==> config.mk <==
export PLATFORM = sky130hd
export DESIGN_NAME = mux_8_1_rr_scheduler
export DESIGN_NICKNAME = d
export VERILOG_FILES = /design/src/rtl/mux_8_1_rr_scheduler.sv
export SDC_FILE = /design/constraint.sdc
export NUM_CORES = 1
export LEC_CHECK = 0
export CAP_MARGIN = 0
export CORE_MARGIN = 1
export CORE_UTILIZATION = 60
export CTS_BUF_LIST = sky130_fd_sc_hd__clkbuf_4
export DETAILED_ROUTE_END_ITERATION = 6
export GPL_ROUTABILITY_DRIVEN = 0
export MAX_ROUTING_LAYER = met4
export PLACE_DENSITY_LB_ADDON = 0.08
export SLEW_MARGIN = 25
export SYNTH_ARGS = -nofsm -noshare
export SYNTH_HDL_FRONTEND = slang
export SYNTH_SLANG_ARGS = --single-unit
==> constraint.sdc <==
create_clock -name clk -period 4.65 [get_ports clk]
set_input_delay 0.93 -clock clk [delete_from_list [all_inputs] [get_ports clk]]
set_output_delay 0.93 -clock clk [all_outputs]
set_load 0.01 [all_outputs]
==> src/rtl/mux_8_1_rr_scheduler.sv <==
// ============================================================================
// Module   : mux_8_1_rr_scheduler
// Brief    : Round-robin arbiter driving the select of a shared 8:1 mux, with a
//            bounded grant length and a gated copy of the selected data bit.
// Revision : 1.0 - initial release
// ============================================================================
`default_nettype none

module mux_8_1_rr_scheduler #(
  parameter int MAX_HOLD = 4
) (
  input  logic       clk,
  input  logic       rst,
  input  logic [7:0] REQ,
  input  logic       DONE,
  input  logic [7:0] D,
  output logic [2:0] SEL,
  output logic [7:0] GNT,
  output logic       VALID,
  output logic       Z
);

  localparam logic [3:0] c_max_hold = 4'(MAX_HOLD);

  typedef enum logic [0:0] {
    ST_IDLE  = 1'b0,
    ST_GRANT = 1'b1
  } state_t;

  state_t     r_state;
  logic [2:0] r_pri;
  logic [3:0] r_cnt;

  logic [3:0] w_pick_idle;
  logic [3:0] w_pick_rel;
  logic       w_release;

  // Result bit 3 flags a winner; bits 2:0 hold its index. Scanning from
  // the top down lets the lowest rotated position (closest to base) win.
  function automatic logic [3:0] pick(input logic [2:0] base,
                                      input logic [7:0] req);
    logic [15:0] dbl;
    logic [7:0]  rot;
    logic [3:0]  res;
    dbl = {req, req} >> base;
    rot = dbl[7:0];
    res = 4'd0;
    for (int i = 7; i >= 0; i--) begin
      if (rot[i]) begin
        res = {1'b1, base + 3'(i)};
      end
    end
    return res;
  endfunction

  always_comb begin
    w_pick_idle = pick(r_pri, REQ);
    w_pick_rel  = pick(SEL + 3'd1, REQ);
    w_release   = !REQ[SEL] || DONE || (r_cnt == c_max_hold);
  end

  always_ff @(posedge clk) begin
    if (rst) begin
      r_state <= ST_IDLE;
      r_pri   <= 3'd0;
      r_cnt   <= 4'd0;
      SEL     <= 3'd0;
      GNT     <= 8'd0;
      VALID   <= 1'b0;
    end else begin
      case (r_state)
        ST_IDLE: begin
          if (w_pick_idle[3]) begin
            r_state <= ST_GRANT;
            SEL     <= w_pick_idle[2:0];
            GNT     <= 8'd1 << w_pick_idle[2:0];
            VALID   <= 1'b1;
            r_cnt   <= 4'd1;
          end else begin
            GNT     <= 8'd0;
            VALID   <= 1'b0;
          end
        end
        ST_GRANT: begin
          if (w_release) begin
            // Outgoing owner drops to lowest priority; handover is bubble-free.
            r_pri <= SEL + 3'd1;
            if (w_pick_rel[3]) begin
              SEL   <= w_pick_rel[2:0];
              GNT   <= 8'd1 << w_pick_rel[2:0];
              VALID <= 1'b1;
              r_cnt <= 4'd1;
            end else begin
              r_state <= ST_IDLE;
              GNT     <= 8'd0;
              VALID   <= 1'b0;
              r_cnt   <= 4'd0;
            end
          end else begin
            r_cnt <= r_cnt + 4'd1;
          end
        end
        default: begin
          r_state <= ST_IDLE;
          GNT     <= 8'd0;
          VALID   <= 1'b0;
          r_cnt   <= 4'd0;
        end
      endcase
    end
  end

  assign Z = VALID & D[SEL];

endmodule

`default_nettype wire
**After elaboration in Yosys (flattened, before gate mapping)**

Index checks and enable logic that the tools add are counted.

- Add/sub/neg operators: 16
- $mul: 0
- Div/mod/pow operators: 0
- $lt $le $gt $ge: 1
- Equal/unequal tests: 4
- Shift-type cells: 4
- Muxes and demuxes: 38
- Bitwise logic cells: 2
- Reduce and logical (&&, ||, !) cells: 5

Operators with widths:

| operator | count |
|---|---|
| 4-bit two-way mux | 18 |
| 16-bit by 3-bit right shift with 8-bit output | 2 |
| 3-bit adder (second input constant) | 8 |
| 8-bit two-way mux | 3 |
| 8-bit case mux with 2 select lines | 1 |
| 1-bit by 3-bit left shift with 8-bit output (first input constant) | 2 |
| 3-bit by 2-bit adder with 3-bit output (second input constant) | 4 |
| 3-bit by 1-bit adder with 3-bit output (second input constant) | 3 |
| 3-bit two-way mux | 3 |
| 4-bit case mux with 2 select lines | 1 |
| 1-bit two-way mux | 7 |
| 1-bit binary-select mux with 3-bit select | 2 |
| 3-bit case mux with 2 select lines | 1 |
| 4-bit by 1-bit adder with 4-bit output (second input constant) | 1 |
| 4-bit by 3-bit equality test with 1-bit output (second input constant) | 1 |
| 3-bit by 4-bit less-than comparator with 1-bit output (second input constant) | 1 |
| 2-bit by 1-bit inequality test with 1-bit output (second input constant) | 2 |
| 1-bit case mux with 2 select lines | 2 |
| 3-bit AND reduction | 1 |
| 1-bit logical OR | 2 |
| 2-bit inequality test (second input constant) | 1 |
| 2-bit AND reduction | 1 |
| 1-bit bitwise AND | 1 |
| 1-bit logical NOT | 1 |
| 1-bit inverter | 1 |

- Bits in registers: 20
- Bits in latches: 0
- Bits in writable memories: 0
- Bits in read-only memories: 0
- Output and inout bits: 13
- Logic and storage cells: 76
- Memories: 0

**Logic depth before layout (Yosys ltp)**

Gate-level depths: netlist (run 1).

- Depth after elaboration: 14
- Gate-level depth with buffers: 15
- Gate-level depth less buffers: 10

**Worst setup path after synthesis (run 1)**

No wires, ideal clock.

- Path kind: reg-to-reg
- Start point: register SEL[0]
- End point: register GNT[3]
- Setup time: 0.095 ns
- Data arrival time: 3.388 ns
- Slack: 1.167 ns
- Stages on the path, launching flop included: 14
- Path buffers: 3
- Period minus slack after synthesis: 3.483 ns
- Cells stage by stage: dfxtp_1 > buf_2 > clkinv_1 > buf_2 > ha_1 > buf_6 > mux2_2 > mux4_2 > a211o_1 > nor3_2 > a2bb2oi_2 > o21ai_1 > or2_1 > o311ai_1

- Word-level cells in the longest chain between the ends: 14

RTL lines:

| item | RTL line | RTL |
|---|---|---|
| start: declaration | 17 | `output logic [2:0] SEL,` |
| start signal: assignment | 75 | `SEL <= w_pick_idle[2:0];` |
| start signal: assignment | 89 | `SEL <= w_pick_rel[2:0];` |
| 3-bit by 1-bit adder with 3-bit output | 58 | `w_pick_rel = pick(SEL + 3'd1, REQ);` |
| 3-bit adder or 16-bit by 3-bit right shift with 8-bit output (tied branches) | 50, 45 |  |
| 4-bit two-way mux (8 in series) | 49 | `if (rot[i]) begin` |
| 1-bit by 3-bit left shift with 8-bit output | 90 | `GNT <= 8'd1 << w_pick_rel[2:0];` |
| 8-bit two-way mux | 88 | `if (w_pick_rel[3]) begin` |
| 8-bit two-way mux | 85 | `if (w_release) begin` |
| 8-bit case mux with 2 select lines | 71 | `case (r_state)` |
| end signal: assignment | 76 | `GNT <= 8'd1 << w_pick_idle[2:0];` |
| end signal: assignment | 90 |  |
| end: declaration | 18 | `output logic [7:0] GNT,` |

Parallel ways exist; a longest one is shown, timed or not. The select of a mux whose other input is x is not followed.
A chain may end at the register's enable or synchronous reset.

**Worst setup path in the final report (run 1)**

- Start point: input port REQ[6]
- End point: register GNT[3]

- Word-level cells in the longest chain between the ends: 13

RTL lines:

| item | RTL line | RTL |
|---|---|---|
| start: declaration | 14 | `input logic [7:0] REQ,` |
| 16-bit by 3-bit right shift with 8-bit output | 45 | `dbl = {req, req} >> base;` |
| 4-bit two-way mux (8 in series) | 49 |  |
| 1-bit by 3-bit left shift with 8-bit output | 90 |  |
| 8-bit two-way mux | 88 |  |
| 8-bit two-way mux | 85 |  |
| 8-bit case mux with 2 select lines | 71 |  |

Parallel ways exist; a longest one is shown, timed or not. The select of a mux whose other input is x is not followed.

==> run metrics, run 1 <==
outcome=completed; Yosys reg bits=20; RSZ-0062 raised after global routing=false; CP arrival=4.20 ns; setup TNS=0 ns; Starting Density=62.8%; die width=72.6 um; Layout Skew=0.00233 ns; DRT antenna net count=0; hold buffers post-CTS=0; launch point of the critical path=REQ[6]; crit-path max FO=18; hold depth=2; Slew @ Worst Pin=0.754 ns; Final setup viols=0; Pint=0.974 mW; Mapped Area=0.00299 mm2; Seq pwr share=13.7%; Min-Delay Endpoint=GNT[3]$_SDFFE_PP0P_; largest net degree at the start of global routing=26; Total Routing Usage GR=32.1%; DRC viols=0; max-slew violations=0; min Tclk post-route=3.99 ns; Starting DRT DRC Count=317; Synth Area per Inst=8.16 um2; Switching Power=1.06 mW; sequential area share after synthesis=13.4%; # Post-CTS Setup Buffers=0; Synthesized Nets=391; Clock Sinks=20; Switching Share=52.2%; drt via density=6.76; Synth Instances=366; Worst Hold Class=reg -> reg; clock power share=4.0%; total power per unit cell area=617 mW/mm2; relative slew slack=49.7%; vias in the first global route=2598; I/O pin total=32; Crit Reg-Reg Endpoint=GNT[6]$_SDFFE_PP0P_; filler instances=420; Die Height=72.6 um; synth top area cells=mux4_2, dfxtp_1, mux2i_1; WL per Instance=17.8 um; Routed Wire Length=7880 um; area added between synthesis and finish=10.6%; layout cells sized above 1=15.2%; Cell variety after synth=79; crit start category=input pin; FP Rows=25; core region area=0.00475 mm2; hold_sp=GNT[3]$_SDFFE_PP0P_; ANT cells=0; Clk pin slew, worst setup/hold paths=0.10 ns; DR pass1 iterations=5; r2r worst-path depth=12; cts bufs inserted=3; Post-DP HPWL=5720 um; Max Cap Viol=0; routed vias=2987; first-pass GRT wire length=13000 um; I/O Buffers=31; number of flops mapped to enable cells by yosys=0; classification of the worst setup path=in -> reg; leakage=1.18 nW; post-CTS sizing=0; Gate power share=82.2%; Synth async-reset ratio=0%; warnings from Yosys=0; Achievable Freq=251 MHz; Skew-Pair Late Insertion Delay=0.30 ns; antenna violations before repair=0; count of final hold-check violations=0; final total power=2.04 mW; top cell type's share of synthesized area=14.3%; area leader, netlist=mux4_2; final worst path period share=85.7%; Peak VDD IR=0.390 mV; CTS tree=yes; Nets=402; aggregate global routing overflow=0; CTS H-tree lvls=1; R2R Setup Slk=0.79 ns; Primary FF master, synth=dfxtp_1; Critical Path RT=4.87 ns; RR Startpoint=SEL[0]$_SDFFE_PP0P_; die area=0.00526 mm2; CTS root buf=clkbuf_4; element type at the critical path end=register; clock buffer depth=2
==> cells in the mapped netlist, types with 7 or more instances <==
master and count:
dfxtp_1 20, nor2_1 38, inv_1 8, nand2_1 27, a21oi_1 16, o21ai_0 10
mux4_2 19, nand2b_1 14, mux2i_1 18, nand3_1 10, o211ai_1 7, clkbuf_1 16
buf_2 12, mux2_2 9, nor3_1 15
==> routing by layer <==
metal	vias up	track usage, %	share of wire [%]	wire, um
met4	0	6.32	1.3	104
met1	1415	42.7	43	3420
met3	14	5.83	7.5	594
li1	1421	-	-	-
met5	-	-	0	0
met2	137	51.5	48	3750
==> cells in the final DEF (no fill, tap or decap), drive strengths merged, types with 4 or more instances in the layout <==
cell and n:
nor2 38, clkdlybuf4s50 31, nand2 28, dfxtp 20, mux4 19, mux2i 19, a21oi 18, nor3 16
nand2b 14, o21ai 14, mux2 14, nand3 10, buf 9, inv 9, o211ai 8, nor2b 6
ha 6, o311ai 6, a211oi 5, o21a 4
==> metrics by stage <==
step	setup slack [ns]	instance area, um2	util, %	std cells	hold WS, ns
CTS	0.723	3300	69.4	442	0.472
floorplan	1.17	2990	-	366	0.450
global route	0.535	3300	69.4	442	0.496
global placement	0.453	3280	69.0	439	0.451
finish	0.665	3300	69.4	442	0.467
detailed placement	0.400	3280	69.0	439	0.447
==> logic make-up (layout without fill, tap and decap cells) <==
group                      Yosys count  after routing  share of synthesized area (%)
AOI/OAI and AO/OA                   95             95                           23.7
adders and majority gates            6              6                           2.51
xor gates and xnor gates             3              3                           1.13
muxes                               52             52                           26.6
and+or+nand+nor                    145            145                           25.3
buffers and inverters               45             54                           7.29
DFF                                 20             20                           13.4
==> sequential cells by signal (all words and copies together), names as in the netlist <==
register,cells
SEL,3
r_state,1
r_cnt,4
GNT,8
r_pri,3
VALID,1
==> worst max-delay path by stage <==
stage                          end  slack (ns)
6_report       GNT[3]$_SDFFE_PP0P_        0.66
5_1_grt        GNT[3]$_SDFFE_PP0P_        0.53
4_1_cts        GNT[3]$_SDFFE_PP0P_        0.72
3_5_place_dp   GNT[3]$_SDFFE_PP0P_        0.40
3_3_place_gp   GNT[3]$_SDFFE_PP0P_        0.45
2_1_floorplan  GNT[3]$_SDFFE_PP0P_        1.17
==> area by class of cell <==
class | count | area (um2) | share of cell area (%)
Clock buffer | 3 | 22.5 | 0.682
Inverter | 11 | 41.3 | 1.25
Multi-Input combinational cell | 301 | 2380 | 72.0
Sequential cell | 20 | 400 | 12.1
Tap cell | 67 | 83.8 | 2.54
Timing Repair Buffer | 40 | 378 | 11.4
==> power by group through the flow <==
stage               logic (mW)  registers, mW  clock network, mW
floorplan                 1.28          0.267                  0
global placement          1.63          0.284                  0
detailed placement        1.64          0.284                  0
CTS                       1.65          0.280             0.0825
global route              1.81          0.288             0.0888
finish                    1.67          0.280             0.0824
==> worst max-delay path: stages <==
cell and delay, ns:
clkdlybuf4s50_1 0.73, mux4_2 0.69, mux2i_1 0.27, o21ai_1 0.14, o2bb2ai_2 0.16, a311oi_1 0.12
o22ai_1 0.54, or4b_1 0.51, o311ai_1 0.10
Note: power is estimated with default switching activity, not from simulation.
==> run 2, diff against run 1 <==
Settings changed: REMOVE_ABC_BUFFERS from default to 1.
==> run 2 against run 1 <==
Net effect:
- non-clock buffer count decreased by 1
- global-route usage decreased by 0.24 points
- die area unchanged
- design area increased by 0.68%
- routed wire length increased by 1.2%
- utilization increased by 0.47 points
- largest cell class unchanged
- highest routed layer unchanged
==> run metrics, run 2 (synthesis gave the netlist of run 1 again) <==
CTS tree=yes; gr busiest metal=met2; crit start category=input pin; hold buffers post-CTS=0; routed vias=3020; hold depth=2; RR Startpoint=SEL[1]$_SDFFE_PP0P_; Peak VDD IR=0.455 mV; DR pass1 iterations=5; Worst Hold Slack=0.485 ns; max reg flops=8; # Post-CTS Setup Buffers=0; max-slew violations=0; relative slew slack=51.1%; GR Util met1=44.6%; Routed Wire Length=7970 um; Min-Delay Endpoint=GNT[5]$_SDFFE_PP0P_; Post-DP HPWL=5670 um; classification of the worst setup path=in -> reg; CTS H-tree lvls=1; core region area=0.00475 mm2; DRT antenna net count=0; Achievable Freq=241 MHz; element type at the critical path end=register; Total Routing Usage GR=31.9%; routing usage on met2=51.0%; Max Cap Viol=0; most frequent cells in the layout=nor2_1, clkdlybuf4s50_1, nand2_1; I/O Buffers=31; first-pass GRT wire length=13000 um; clock buffer depth=2; total power per unit cell area=626 mW/mm2; hold_sp=GNT[5]$_SDFFE_PP0P_; RSZ-0062 raised after global routing=false; CTS root buf=clkbuf_4; r2r worst-path depth=10; leakage=1.19 nW; min Tclk post-route=4.15 ns; Starting Density=62.8%; launch point of the critical path=REQ[2]; Die Height=72.6 um; R2R Setup Slk=0.97 ns; setup TNS=0 ns; aggregate global routing overflow=0; Skew-Pair Late Insertion Delay=0.32 ns; final worst path period share=89.2%; Slew @ Worst Pin=0.732 ns; Nets=401; I/O pin total=32; die width=72.6 um; Final setup viols=0; Top reg by flops=GNT; ANT cells=0; die area=0.00526 mm2; post-CTS sizing=0; Layout Skew=0.0184 ns; antenna violations before repair=0; CP arrival=4.38 ns; Clock Sinks=20; largest registers=GNT: 8 flops, r_cnt: 4 flops; Worst Hold Class=reg -> reg; DRC viols=0; vias in the first global route=2676; count of final hold-check violations=0; WL per Instance=18.0 um; largest net degree at the start of global routing=26; GR Util met3=3.33%; commonest non-fill, non-tap cell in the layout=nor2_1; outcome=completed; drt via density=6.83; crit-path max FO=20; Clk pin slew, worst setup/hold paths=0.13 ns; Critical Path RT=4.88 ns; Starting DRT DRC Count=350; layout cells sized above 1=15.2%; area added between synthesis and finish=11.3%; FP Rows=25; cts bufs inserted=3; Crit Reg-Reg Endpoint=GNT[6]$_SDFFE_PP0P_
## run 2: changes by cell type in the layout (fill, tap and decap cells not counted), sizes merged
cell	before	now
buf	9	8
bufinv	0	1
## run 2: worst max path at each step
stage                               end  slack [ns]
finish              GNT[3]$_SDFFE_PP0P_        0.50
global route        GNT[3]$_SDFFE_PP0P_        0.42
CTS                 GNT[3]$_SDFFE_PP0P_        0.68
detailed placement  GNT[3]$_SDFFE_PP0P_        0.35
global placement    GNT[3]$_SDFFE_PP0P_        0.42
floorplan           GNT[3]$_SDFFE_PP0P_       -0.09
## run 2: layout make-up
type | count | area [um2]
timing repair buffer | 39 | 370
multi-input combinational | 301 | 2380
clock inverter | 1 | 30.0
clock buffer | 3 | 22.5
fill | 421 | 1430
inverter | 11 | 41.3
tap | 67 | 83.8
sequential | 20 | 400
## run 2: critical path: stages
cell and delay, ns:
clkdlybuf4s50_1 0.78, mux4_2 0.72, mux2i_1 0.24, o221ai_1 0.16, o211ai_1 0.17, a311oi_1 0.17, o22ai_1 0.60, or4b_1 0.51
o311ai_1 0.10
## run 2: report_power, final
| group | total, mW | switching, mW | internal [mW] | leakage, nW |
|---|---|---|---|---|
| sequential | 0.288 | 0.0713 | 0.217 | 0.164 |
| combinational | 1.65 | 0.929 | 0.719 | 0.995 |
| clock | 0.144 | 0.0565 | 0.0872 | 0.0279 |
| total | 2.08 | 1.06 | 1.02 | 1.19 |
## run 2: stage by stage
step	setup WS (ns)	power (mW)	instances	utilization, %	area [um2]
3_3_place_gp	0.416	1.89	438	68.8	3270
3_5_place_dp	0.349	1.90	438	68.8	3270
2_1_floorplan	-0.0930	1.47	332	-	2810
5_1_grt	0.419	2.23	442	69.9	3320
6_report	0.503	2.08	442	69.9	3320
4_1_cts	0.676	2.05	442	69.9	3320
## run 2: per-layer routing
layer | part of all wire, % | wire length (um) | vias to the layer above
met5 | 0 | 0 | -
met4 | 1.3 | 103 | 0
met3 | 7.7 | 616 | 15
met2 | 48 | 3840 | 149
met1 | 43 | 3420 | 1441
li1 | - | - | 1415
==> run 3, diff against run 2 <==
Settings changed: TNS_END_PERCENT from default to 10.
==> results of run 3 <==
Final layout, timing and power as in run 2 (identical DEF).
